File: config.mk
export PLATFORM = sky130hd
export DESIGN_NAME = elbeth_mem_arbiter
export DESIGN_NICKNAME = d
export VERILOG_FILES = /design/src/rtl/elbeth_mem_arbiter.sv
export SDC_FILE = /design/constraint.sdc
export NUM_CORES = 1
export LEC_CHECK = 0
export ABC_AREA = 1
export BUFFER_PORTS_ARGS = -buffer_cell sky130_fd_sc_hd__buf_2
export CAP_MARGIN = 20
export CELL_PAD_IN_SITES_DETAIL_PLACEMENT = 0
export CELL_PAD_IN_SITES_GLOBAL_PLACEMENT = 2
export CORE_ASPECT_RATIO = 1.4
export CORE_MARGIN = 2
export CORE_UTILIZATION = 23
export DETAILED_ROUTE_END_ITERATION = 16
export PLACE_DENSITY_LB_ADDON = 0.05
export SLEW_MARGIN = 20
export SYNTH_ARGS = -nofsm -noshare
export SYNTH_HDL_FRONTEND = slang
export SYNTH_SLANG_ARGS = --single-unit
export TNS_END_PERCENT = 50
File: constraint.sdc
create_clock -name clk -period 2.41 [get_ports clk]
set_input_delay 0.3615 -clock clk [delete_from_list [all_inputs] [get_ports clk]]
set_output_delay 0.3615 -clock clk [all_outputs]
set_load 0.02 [all_outputs]
File: src/rtl/elbeth_mem_arbiter.sv
// rtl/elbeth_mem_arbiter.sv - fetch/data arbiter for one shared single-ported memory bus
module elbeth_mem_arbiter #(
  parameter int ADDR_W          = 32,
  parameter int DATA_W          = 32,
  parameter int MAX_DMEM_STREAK = 4,
  parameter int TIMEOUT_CYCLES  = 255
) (
  input  logic              clk,
  input  logic              rst,
  input  logic              imem_en,
  input  logic [ADDR_W-1:0] imem_addr,
  input  logic [3:0]        imem_wr,
  output logic [DATA_W-1:0] imem_r_data,
  output logic              imem_ready,
  output logic              imem_error,
  input  logic              dmem_en,
  input  logic [ADDR_W-1:0] dmem_addr,
  input  logic [3:0]        dmem_wr,
  input  logic [DATA_W-1:0] dmem_w_data,
  output logic [DATA_W-1:0] dmem_r_data,
  output logic              dmem_ready,
  output logic              dmem_error,
  output logic              mem_en,
  output logic [ADDR_W-1:0] mem_addr,
  output logic [3:0]        mem_wr,
  output logic [DATA_W-1:0] mem_w_data,
  input  logic [DATA_W-1:0] mem_r_data,
  input  logic              mem_ready,
  input  logic              mem_error
);

  typedef enum logic [1:0] {IDLE, BUSY_I, BUSY_D} state_t;

  localparam logic [3:0] STREAK_MAX   = 4'(MAX_DMEM_STREAK);
  localparam logic [7:0] TIMEOUT_LAST = 8'(TIMEOUT_CYCLES - 1);

  state_t     state, state_next;
  logic [3:0] streak;
  logic [7:0] timer;
  logic       grant_d, grant_i, timeout, done;

  // Read data is shared; only the ready strobe tells a requester it is meaningful.
  assign imem_r_data = mem_r_data;
  assign dmem_r_data = mem_r_data;

  // Arbitration decision, watchdog detection and next-state selection.
  always_comb begin
    grant_d    = dmem_en && !(imem_en && (streak == STREAK_MAX));
    grant_i    = !grant_d && imem_en;
    timeout    = (timer == TIMEOUT_LAST) && !mem_ready && !mem_error;
    done       = mem_ready || mem_error || timeout;
    state_next = state;
    case (state)
      IDLE: begin
        if (grant_d)      state_next = BUSY_D;
        else if (grant_i) state_next = BUSY_I;
      end
      BUSY_I, BUSY_D: begin
        if (done) state_next = IDLE;
      end
      default: state_next = IDLE;
    endcase
  end

  // Bus request and completion routing to the granted requester only.
  always_comb begin
    mem_en     = (state == BUSY_I) || (state == BUSY_D);
    imem_ready = (state == BUSY_I) && mem_ready;
    imem_error = (state == BUSY_I) && (mem_error || timeout);
    dmem_ready = (state == BUSY_D) && mem_ready;
    dmem_error = (state == BUSY_D) && (mem_error || timeout);
  end

  // State register plus latched request, streak counter and watchdog timer.
  always_ff @(posedge clk or negedge rst) begin
    if (!rst) begin
      state      <= IDLE;
      streak     <= 4'd0;
      timer      <= 8'd0;
      mem_addr   <= '0;
      mem_wr     <= 4'd0;
      mem_w_data <= '0;
    end else begin
      state <= state_next;
      if (state == IDLE) begin
        timer <= 8'd0;
        if (grant_d) begin
          mem_addr   <= dmem_addr;
          mem_wr     <= dmem_wr;
          mem_w_data <= dmem_w_data;
          // Count only data grants that made a waiting fetch wait longer.
          if (imem_en) streak <= (streak == STREAK_MAX) ? STREAK_MAX : streak + 4'd1;
          else         streak <= 4'd0;
        end else if (grant_i) begin
          mem_addr   <= imem_addr;
          mem_wr     <= imem_wr;
          mem_w_data <= '0;
          streak     <= 4'd0;
        end
      end else begin
        timer <= done ? 8'd0 : timer + 8'd1;
      end
    end
  end

endmodule

-- Yosys cells after proc, flatten, opt, wreduce, memory -nomap -nowiden
Index checks and enable logic that the tools add are counted.
- flip-flop bits (word level): 82
- word-level logic and storage cells: 52
- bits of input ports: 142
- output and inout bits: 137
- equal/unequal tests: 6
- multiplexer cells: 16
- $add $sub $neg: 2
- reductions and logical operators: 22
- operators with widths (operator ; number):
    32-bit 2-to-1 mux ; 4
    4-bit 2-to-1 mux ; 6
    8-bit 2-to-1 mux ; 2
    1-bit logical AND ; 9
    8-bit by 1-bit adder with 8-bit output, second input constant ; 1
    8-bit == test, second input constant ; 1
    2-bit 2-to-1 mux ; 3
    4-bit by 1-bit adder with 4-bit output, second input constant ; 1
    4-bit by 3-bit == test with 1-bit output, second input constant ; 1
    1-bit zero test ; 4
    1-bit logical OR ; 4
    2-bit case mux with 2 select lines ; 1
    2-bit AND reduction ; 2
    3-bit inequality test, second input constant ; 1
    2-bit by 1-bit == test with 1-bit output, second input constant ; 1
    2-bit == test, second input constant ; 1
    2-bit zero test ; 1
    2-bit inequality test, second input constant ; 1
    2-bit nonzero test ; 1
    2-bit OR reduction ; 1

-- Logic depth before layout (Yosys ltp)
- word-level depth: 9
- mapped depth: 9

-- Worst setup path before layout
OpenSTA, ideal clock, no wires.
- path type: register to output
- start: register timer[0]
- end: output dmem_error
- stages on the path, launching flop included: 7
- arrival: 1.118 ns
- buffers on the path: 0
- setup slack: 0.930 ns
- data required time: 2.049 ns
- cells stage by stage: dfrtp_1 > inv_1 > ha_1 > inv_1 > nor2_1 > a31oi_1 > nor2_1
- longest elaborated chain between the ends: 5
- ends and longest elaborated chain (what ; line ; text):
    start: declaration ; 39 ; logic [7:0] timer;
    start signal: assignment ; 101 ; timer <= done ? 8'd0 : timer + 8'd1;
    8-bit == test ; 50 ; timeout = (timer == TIMEOUT_LAST) && !mem_ready && !mem_error;
    1-bit logical AND (2 in series) ; 50 ;
    1-bit logical OR ; 71 ; dmem_error = (state == BUSY_D) && (mem_error || timeout);
    1-bit logical AND ; 71 ;
    end: declaration ; 22 ; output logic dmem_error,
No other way between the ends.

-- Worst setup path after layout
- start: register state[0]
- end: register mem_w_data[27]
- longest elaborated chain between the ends: 2
- ends and longest elaborated chain (what ; line ; text):
    start: declaration ; 37 ; state_t state, state_next;
    start signal: assignment ; 84 ; state <= state_next;
    2-bit zero test ; 85 ; if (state == IDLE) begin
    2-bit AND reduction (no source line) ; -- ;
    end signal: assignment ; 90 ; mem_w_data <= dmem_w_data;
    end: declaration ; 26 ; output logic [DATA_W-1:0] mem_w_data,
No other way between the ends.
A chain may end at the register's enable or synchronous reset.

==> flow_summary.json <==
{
  "outcome": "finished clean",
  "timing.setup.tns_ns": 0,
  "p_leak_nw": 2.59,
  "wl_per_cell_um": 15.6,
  "clockBufferDepth": 2,
  "htreeDepth": 3,
  "drcViolationCount": 0,
  "grt_start_max_net_pins": 75,
  "path_class": "reg2reg",
  "finalSetupViolCount": 0,
  "yosysUniqueCellTypes": 22,
  "ys_seq_area_share_pct": 49.0,
  "layout_commonest_cell": "buf_2",
  "seqCellArea_mm2": 0.00205,
  "via_per_inst": 4.26,
  "synth_cells": 499,
  "fp.dieW_um": 118,
  "hp-class": "in2reg",
  "crit_slowest_cell": "inv_2",
  "syn_avg_cell_area_um2": 8.39,
  "nNetsFinal": 760,
  "core_mm2": 0.0179,
  "worst_hold_slack_ns": 0.253,
  "max_slew.worst_pin.slew_ns": 0.900,
  "grt_pass1_wl_um": 20700,
  "crit_end": "mem_w_data[27]$_DFFE_PN0P_",
  "timing.rr.end": "mem_w_data[27]$_DFFE_PN0P_",
  "cts.sinks": 82,
  "cts_tree": "yes",
  "num_antenna_cells": 0,
  "rsz0062_at_grt": "false",
  "period_needed_ns": 2.08,
  "die_y_um": 164,
  "final_hold_viol_count": 0,
  "drive_above_1_share_pct": 33.9,
  "hpwl_um": 9290,
  "worstHoldPathCells": 3,
  "layout-area-overhead-vs-synth_pct": 23.4,
  "io_buffers": 182,
  "crit_path_start": "state[0]$_DFFE_PN0P_",
  "antenna_found_initial": 1,
  "io_pins": 279,
  "clk_latency_ns": 0.34,
  "routed_wl_um": 13400,
  "finClkSkew_ns": 0.00949,
  "crit_required_ns": 2.68,
  "maxSlewHeadroom_pct": 39.9,
  "period_share_pct": 86.5,
  "grt_pass1_vias": 3783,
  "drt_iter0_drc": 108,
  "layout_common_cells": "buf_2 (181), nand2_1 (116), dfrtp_1 (82)",
  "grt.overflow.total": 0,
  "clkTransAtPathRegs_ns": 0.07,
  "path_cells": "inv_1 -> ha_1 -> inv_1 -> a21oi_4 -> inv_2 -> buf_4 -> nand2_1 -> o21ai_0",
  "reg2reg_from": "state[0]$_DFFE_PN0P_",
  "num_vias": 3648,
  "fillers": 2019,
  "post-place-ws_ns": 0.278,
  "max_stage_delay_ns": 0.65,
  "rr_worst_depth": 8,
  "grtUsageTotal_pct": 14.0,
  "place.gp.congestion": 0.702,
  "drv_cap": 0,
  "cts_root_buffer": "clkbuf_16",
  "syn_area_mm2": 0.00419,
  "post_cts_buffers": 0,
  "multi_input_area_mm2": 0.00141,
  "r2r_setup_slack_ns": 0.33,
  "worstSetupStartpointType": "flip-flop",
  "cts_resized": 0,
  "ys_ff_latch": 82,
  "postRouteAntennaNets": 0,
  "cpMostUsedCell": "inv_1",
  "holdBufCountCts": 1,
  "dieArea_mm2": 0.0193,
  "cp_max_fo": 43,
  "start_util_pct": 23.3,
  "arrival_ns": 2.35,
  "irDropWorstVdd_uv": 419,
  "max_clock_freq_mhz": 480,
  "ys_warn_count": 0,
  "syn_nets": 648,
  "firstDrtPassIters": 4,
  "crit_path_end_kind": "flip-flop",
  "fin_ws_ns": 0.325,
  "p_per_area_mw_per_mm2": 1300,
  "num_rows": 58,
  "drv_slew": 0,
  "cts-buffers-inserted": 9
}
==> registers in the layout, summed over array words and instances (netlist names) <==
| register | count |
|---|---|
| mem_addr | 32 |
| mem_w_data | 32 |
| mem_wr | 4 |
| state | 2 |
| streak | 4 |
| timer | 8 |
==> critical path, delay by kind of cell (launching register included) <==
kind,cells,cell delay [ns]
AOI/OAI and AO/OA,2,0.11
adders and majority gates,1,0.23
buffers and inverters,4,1.20
DFF,1,0.38
and+or+nand+nor,1,0.08
==> logic make-up after synthesis <==
| family | Yosys count | share of synthesized area [%] |
|---|---|---|
| XOR/XNOR | 5 | 1.05 |
| adder cells (fa/ha/maj) | 7 | 2.09 |
| AO/OA/AOI/OAI | 112 | 13.6 |
| AND/OR/NAND/NOR | 181 | 16.8 |
| buffers and inverters | 112 | 17.4 |
| flip-flops | 82 | 49.0 |
==> routing by layer <==
metal	track usage (%)	up-vias	routed length, µm
li1	-	1764	-
met1	15.4	1722	5190
met2	24.2	119	6850
met3	4.33	41	958
met4	7.23	2	390
met5	0	-	13
==> per-stage QoR <==
| stage | util (%) | cells | power (mW) | cell area [µm²] |
|---|---|---|---|---|
| 2_1_floorplan | - | 499 | 4.39 | 4190 |
| 3_3_place_gp | 27.0 | 839 | 5.33 | 4840 |
| 3_5_place_dp | 27.0 | 839 | 5.36 | 4840 |
| 4_1_cts | 28.8 | 856 | 6.86 | 5170 |
| 5_1_grt | 28.8 | 856 | 7.25 | 5170 |
| 6_report | 28.8 | 856 | 6.70 | 5170 |
==> power by group <==
part	internal (mW)	switching (mW)	total [mW]
logic	0.945	2.03	2.97
registers	1.96	0.310	2.27
clock network	0.864	0.595	1.46
==> cell type report <==
class,instances,area share [%]
Timing Repair Buffer,190,19.4
Sequential cell,82,39.7
Clock inverter,5,1.19
Tap cell,240,5.81
Inverter,23,1.67
Multi-Input combinational cell,305,27.3
Clock buffer,11,4.89
==> synth_stat cells <==
library cell / n / area share, %
nand4_1: 4 / 0.60
buf_6: 4 / 1.1
nand3_1: 7 / 0.84
xnor2_1: 2 / 0.42
nor2_1: 50 / 4.5
a31oi_1: 1 / 0.15
a21oi_1: 74 / 8.8
dfrtp_1: 82 / 49
o21ai_0: 20 / 2.4
o21ai_1: 13 / 1.6
nand2_2: 1 / 0.15
nor3_1: 3 / 0.36
clkbuf_1: 5 / 0.45
inv_2: 2 / 0.18
buf_2: 9 / 1.1
nand2_1: 116 / 10
buf_4: 71 / 13
inv_1: 21 / 1.9
ha_1: 7 / 2.1
xor2_1: 3 / 0.63
o22ai_1: 3 / 0.45
a21oi_2: 1 / 0.21
==> how the worst min path moves through the flow <==
stage | start | to | slack [ns]
final | dmem_w_data[6] | mem_w_data[6]$_DFFE_PN0P_ | 0.25
after global routing | dmem_addr[14] | mem_addr[14]$_DFFE_PN0P_ | 0.25
after CTS | dmem_w_data[20] | mem_w_data[20]$_DFFE_PN0P_ | 0.24
after detailed placement | rst | state[0]$_DFFE_PN0P_ | 0.29
after global placement | rst | state[0]$_DFFE_PN0P_ | 0.29
after floorplan | rst | mem_addr[0]$_DFFE_PN0P_ | 0.07
(Power assumes the default switching activity.)
